===== config.mk =====
export PLATFORM = sky130hd
export DESIGN_NAME = mem_arbiter_ctrl
export DESIGN_NICKNAME = d
export VERILOG_FILES = /design/src/rtl/mem_arbiter_ctrl.sv
export SDC_FILE = /design/constraint.sdc
export NUM_CORES = 1
export LEC_CHECK = 0
export ABC_AREA = 1
export BUFFER_PORTS_ARGS = -buffer_cell sky130_fd_sc_hd__buf_4
export CELL_PAD_IN_SITES_DETAIL_PLACEMENT = 1
export CELL_PAD_IN_SITES_GLOBAL_PLACEMENT = 1
export CORE_MARGIN = 4
export CORE_UTILIZATION = 41
export DETAILED_ROUTE_END_ITERATION = 16
export PLACE_DENSITY_LB_ADDON = 0.1
export SYNTH_ARGS = -nofsm -noshare
export SYNTH_HDL_FRONTEND = slang
export SYNTH_SLANG_ARGS = --single-unit

===== constraint.sdc =====
create_clock -name clk -period 5.7 [get_ports clk]
set_input_delay 1.425 -clock clk [delete_from_list [all_inputs] [get_ports clk]]
set_output_delay 1.425 -clock clk [all_outputs]
set_load 0.005 [all_outputs]

===== src/rtl/mem_arbiter_ctrl.sv =====
// mem_arbiter_ctrl: round-robin arbiter feeding a byte-serial 8-bit RAM/IO port.
// Define MEMCTRL_FLUSH_EN to add the flush input that aborts abortable reads.
module mem_arbiter_ctrl #(
    parameter int unsigned          NUM_PORTS  = 2,
    parameter int unsigned          ADDR_W     = 32,
    parameter logic [31:0]          IO_BASE    = 32'h0003_0000,
    parameter logic [NUM_PORTS-1:0] FLUSH_MASK = 2'b01
) (
    input  logic                        clk,
    input  logic                        rst,
    input  logic                        rdy,
    input  logic                        io_buffer_full,
`ifdef MEMCTRL_FLUSH_EN
    input  logic                        flush,
`endif
    input  logic [7:0]                  mem_din,
    output logic [7:0]                  mem_dout,
    output logic [ADDR_W-1:0]           mem_a,
    output logic                        mem_wr,
    input  logic [NUM_PORTS-1:0]        req,
    input  logic [NUM_PORTS-1:0]        we,
    input  logic [3*NUM_PORTS-1:0]      len,
    input  logic [ADDR_W*NUM_PORTS-1:0] addr,
    input  logic [32*NUM_PORTS-1:0]     wdata,
    output logic [31:0]                 rdata,
    output logic [NUM_PORTS-1:0]        done
);

    localparam int unsigned       PW         = (NUM_PORTS > 1) ? $clog2(NUM_PORTS) : 1;
    localparam logic [ADDR_W-1:0] LP_IO_BASE = ADDR_W'(IO_BASE);

    localparam logic [1:0] ST_IDLE  = 2'd0;
    localparam logic [1:0] ST_READ  = 2'd1;
    localparam logic [1:0] ST_WRITE = 2'd2;

    logic [1:0]           r_state;
    logic [2:0]           r_cnt;
    logic [2:0]           r_len;
    logic [PW-1:0]        r_rr_ptr;
    logic [PW-1:0]        r_port;
    logic [ADDR_W-1:0]    r_addr;
    logic [31:0]          r_wdata;

    logic                 w_flush;
    logic                 w_flush_rd;
    logic [NUM_PORTS-1:0] w_req_eff;
    logic                 w_gnt_valid;
    logic [PW-1:0]        w_gnt_idx;
    int unsigned          w_scan;
    logic [2:0]           w_gnt_len_raw;
    logic [2:0]           w_gnt_len;
    logic [ADDR_W-1:0]    w_gnt_addr;
    logic                 w_stall;
    logic [1:0]           w_rd_sel;

`ifdef MEMCTRL_FLUSH_EN
    assign w_flush = flush;
`else
    assign w_flush = 1'b0;
`endif

    // A port still showing its done pulse is excluded so it cannot be re-granted before dropping req.
    assign w_req_eff  = req & ~done & ~(w_flush ? FLUSH_MASK : '0);
    assign w_flush_rd = w_flush & FLUSH_MASK[r_port];
    assign w_stall    = io_buffer_full && (r_addr >= LP_IO_BASE);
    assign w_rd_sel   = r_cnt[1:0] - 2'd1;

    always_comb begin
        w_gnt_valid = 1'b0;
        w_gnt_idx   = '0;
        w_scan      = 0;
        for (int unsigned k = 1; k <= NUM_PORTS; k++) begin
            w_scan = (32'(r_rr_ptr) + k) % NUM_PORTS;
            if (!w_gnt_valid && w_req_eff[PW'(w_scan)]) begin
                w_gnt_valid = 1'b1;
                w_gnt_idx   = PW'(w_scan);
            end
        end
    end

    always_comb begin
        w_gnt_len_raw = len[3*w_gnt_idx +: 3];
        w_gnt_addr    = addr[ADDR_W*w_gnt_idx +: ADDR_W];
        case (w_gnt_len_raw)
            3'd1:    w_gnt_len = 3'd1;
            3'd2:    w_gnt_len = 3'd2;
            default: w_gnt_len = 3'd4;
        endcase
    end

    always_ff @(posedge clk) begin
        if (rst) begin
            r_state  <= ST_IDLE;
            r_cnt    <= '0;
            r_len    <= 3'd4;
            r_rr_ptr <= PW'(NUM_PORTS - 1);
            r_port   <= '0;
            r_addr   <= '0;
            r_wdata  <= '0;
            mem_a    <= '0;
            mem_wr   <= 1'b0;
            mem_dout <= '0;
            rdata    <= '0;
            done     <= '0;
        end else if (!rdy) begin
            done   <= '0;
            mem_wr <= 1'b0;
        end else begin
            done   <= '0;
            mem_wr <= 1'b0;
            case (r_state)
                ST_IDLE: begin
                    if (w_gnt_valid) begin
                        r_port   <= w_gnt_idx;
                        r_rr_ptr <= w_gnt_idx;
                        r_cnt    <= '0;
                        r_len    <= w_gnt_len;
                        r_addr   <= w_gnt_addr;
                        r_wdata  <= wdata[32*w_gnt_idx +: 32];
                        if (we[w_gnt_idx]) begin
                            r_state <= ST_WRITE;
                        end else begin
                            r_state <= ST_READ;
                            mem_a   <= w_gnt_addr;
                            rdata   <= '0;
                        end
                    end
                end
                ST_READ: begin
                    if (w_flush_rd) begin
                        r_state <= ST_IDLE;
                        mem_a   <= '0;
                    end else begin
                        // Address runs one byte ahead of capture because RAM data lags its address by a cycle.
                        if (r_cnt < r_len - 3'd1) mem_a <= r_addr + ADDR_W'(r_cnt) + ADDR_W'(1);
                        if (r_cnt != 3'd0) rdata[{w_rd_sel, 3'b000} +: 8] <= mem_din;
                        if (r_cnt == r_len) begin
                            done[r_port] <= 1'b1;
                            r_state      <= ST_IDLE;
                            mem_a        <= '0;
                        end else begin
                            r_cnt <= r_cnt + 3'd1;
                        end
                    end
                end
                ST_WRITE: begin
                    if (r_cnt == r_len) begin
                        done[r_port] <= 1'b1;
                        r_state      <= ST_IDLE;
                        mem_a        <= '0;
                    end else if (!w_stall) begin
                        mem_a    <= r_addr + ADDR_W'(r_cnt);
                        mem_dout <= r_wdata[{r_cnt[1:0], 3'b000} +: 8];
                        mem_wr   <= 1'b1;
                        r_cnt    <= r_cnt + 3'd1;
                    end
                end
                default: r_state <= ST_IDLE;
            endcase
        end
    end

endmodule


==> results.ini <==
[logic_synthesis]
avgSynthCellArea_sq_um=6.34
synth_ff_type=dfxtp_1
ys_seq_elements=149
ys_seq_area_frac=0.312
synth.most_common_cell=nand2_1
syn-num-nets=1675
synthesis.area_sq_mm=0.00956
synth_common_cells=403 x nand2_1, 156 x nor2_1, 150 x inv_1
synth_cell_types=44
yosysTopAreaCell=dfxtp_1
synth.top_cell.area_share=0.312
synth_area_leaders=dfxtp_1 31%, nand2_1 16%, a21oi_1 6.1%, nor2_1 6.1%, inv_1 5.9%
synth-edff-count=0
synth_warnings=0
synthArstFlopShare=0
synth_cells=1507

[grt]
antenna_found_initial=0
grt_util_all_layers=0.270
gr-total-overflow=0
grt_pass1_vias=10800
grt_max_degree=68
grt_pass1_wl_mm=56.9

[power]
switchingPower_uw=1440
ir_worst_vdd_uv=164
power_frac_clock=0.324
p_comb_frac=0.320
swShare=0.386
p_seq_frac=0.356
power_density_mw_per_mm2=309
leakage_uw=0.00558
power_uw=3720
intPower_uw=2290

[clock_network]
cts_tree=built
clockBufferDepth=2
clk_pin_slew_ps=70
cts_root_buf=clkbuf_16
cts_made_buffers=17
cts_hold_buf=0
cts_max_level=4
post_cts_buffers=0
insertion_delay_ps=440
cts_resized=0
cts_num_sinks=149

[sta]
fin_crit_sh=0.716
skew_ps=16.2
finalHoldViolCount=0
fin_setup_tns_ps=0
slew_headroom=0.348
slew_viol_final=0
whs_ps=446
fmax_mhz=245
post-route-min-period_ps=4080
setup_viol_count_final=0
rsz0062_at_grt=false
worst_pin_slew_ps=972

[placed_design]
gp_congestion=0.924
portBuffers=224
post-dp-hpwl_mm=27.3
place_inst=1986

[drt]
final_antenna_net_count=0
first_pass_iters=5
routedWlPerCell_microns=17.9
drtIter0Drc=535
drc=0
wirelength_mm=36.1
viasPerCell=5.38
vias=10900

[hold_path]
hp-class=reg -> reg

[die]
num_rows=55
die-area_sq_mm=0.0258
dieWidth_microns=161
start_util=0.420
ios=225
die_y_microns=161
core-area_sq_mm=0.0228

[final_layout]
final_nets=1860
num_antenna_cells=0
final_core_utilization=0.529
area_growth_pct=26.1
final_layout_size_suffix_gt1_frac=0.208
fin_cells=2018

[run_status]
status=complete, no violations

[critical_path]
endpoint_kind=register
cp_data_required_time_ps=6070
worst-path-max-fanout=14
arrival_ps=4450
critPathKind=reg -> reg
cp-start-kind=register

[run]
cap_violations=0

==> worst paths after layout <==
kind,to,startpoint,slack (ps),cells after the start
max,mem_a[18],r_cnt[1],1620,17
min,done[0],r_port,450,1
max reg2reg,mem_a[18],r_cnt[1],1620,17
min reg2reg,done[0],r_port,450,1
==> worst max-delay path: stages, from the launching register on <==
cell and delay [ps]:
dfxtp_1 680, inv_1 410, fa_1 540, inv_1 110
nand3_1 70, nand2_1 330, nand2_1 240, nor2_1 320
nand2_1 120, nand2_1 180, nor2_2 100, nand2_1 150
inv_1 60, nand2_1 100, nor2_1 60, o22ai_1 300
nand2_1 100, a21oi_1 130
==> layer usage <==
metal,vias up,GRT usage,share of wire
met2,370,0.438,0.46
met1,5138,0.372,0.46
met3,54,0.0426,0.065
met4,0,0.0798,0.021
met5,-,0,0
li1,5289,-,-
==> cell usage in the layout (no fill, tap or decap), types with 26 or more instances in the layout <==
cell	netlist	final
a21oi_1	117	117
buf_4	1	233
dfxtp_1	149	149
inv_1	150	149
mux2i_1	35	35
nand2_1	403	402
nand2_2	26	26
nand3_1	99	99
nor2_1	156	156
o211ai_1	37	37
o21ai_0	110	110
==> cell type report <==
| type | instances | area, sq um |
|---|---|---|
| Tap cell | 313 | 392 |
| Multi-Input combinational cell | 1124 | 5690 |
| Fill cell | 3093 | 10700 |
| Timing Repair Buffer | 233 | 1750 |
| Inverter | 167 | 628 |
| Clock inverter | 14 | 180 |
| Sequential cell | 149 | 2980 |
| Clock buffer | 18 | 429 |
==> registers in the layout, indices dropped and copies added, names as in the netlist, 3 cells and up <==
register and flops:
mem_dout 8, r_len 3, r_cnt 3, r_wdata 32
rdata 32, r_addr 32, mem_a 32
==> power groups by stage <==
stage	clock [uW]	combinational [uW]	sequential, uW
finish	1210	1190	1330
global route	1270	1340	1340
CTS	1220	1190	1320
detailed placement	0	1180	1340
global placement	0	1140	1340
floorplan	0	754	1300
==> kinds of logic after synthesis <==
kind of cell / Yosys count / share of synthesized area
multiplexers: 35 / 0.0367
adder cells (fa/ha/maj): 18 / 0.0243
buffers and inverters: 234 / 0.0933
XOR/XNOR: 3 / 0.00275
AND/OR/NAND/NOR: 761 / 0.351
flip-flops: 149 / 0.312
AO/OA/AOI/OAI: 307 / 0.179
==> stage by stage <==
| step | cell area (sq um) | worst slack [ps] |
|---|---|---|
| 4_1_cts | 12100 | 1740 |
| 6_report | 12100 | 1620 |
| 5_1_grt | 12100 | 1300 |
| 3_5_place_dp | 11400 | 1310 |
| 2_1_floorplan | 9560 | 2810 |
| 3_3_place_gp | 11400 | 1510 |
No activity file was read; power rests on OpenSTA's default activity.
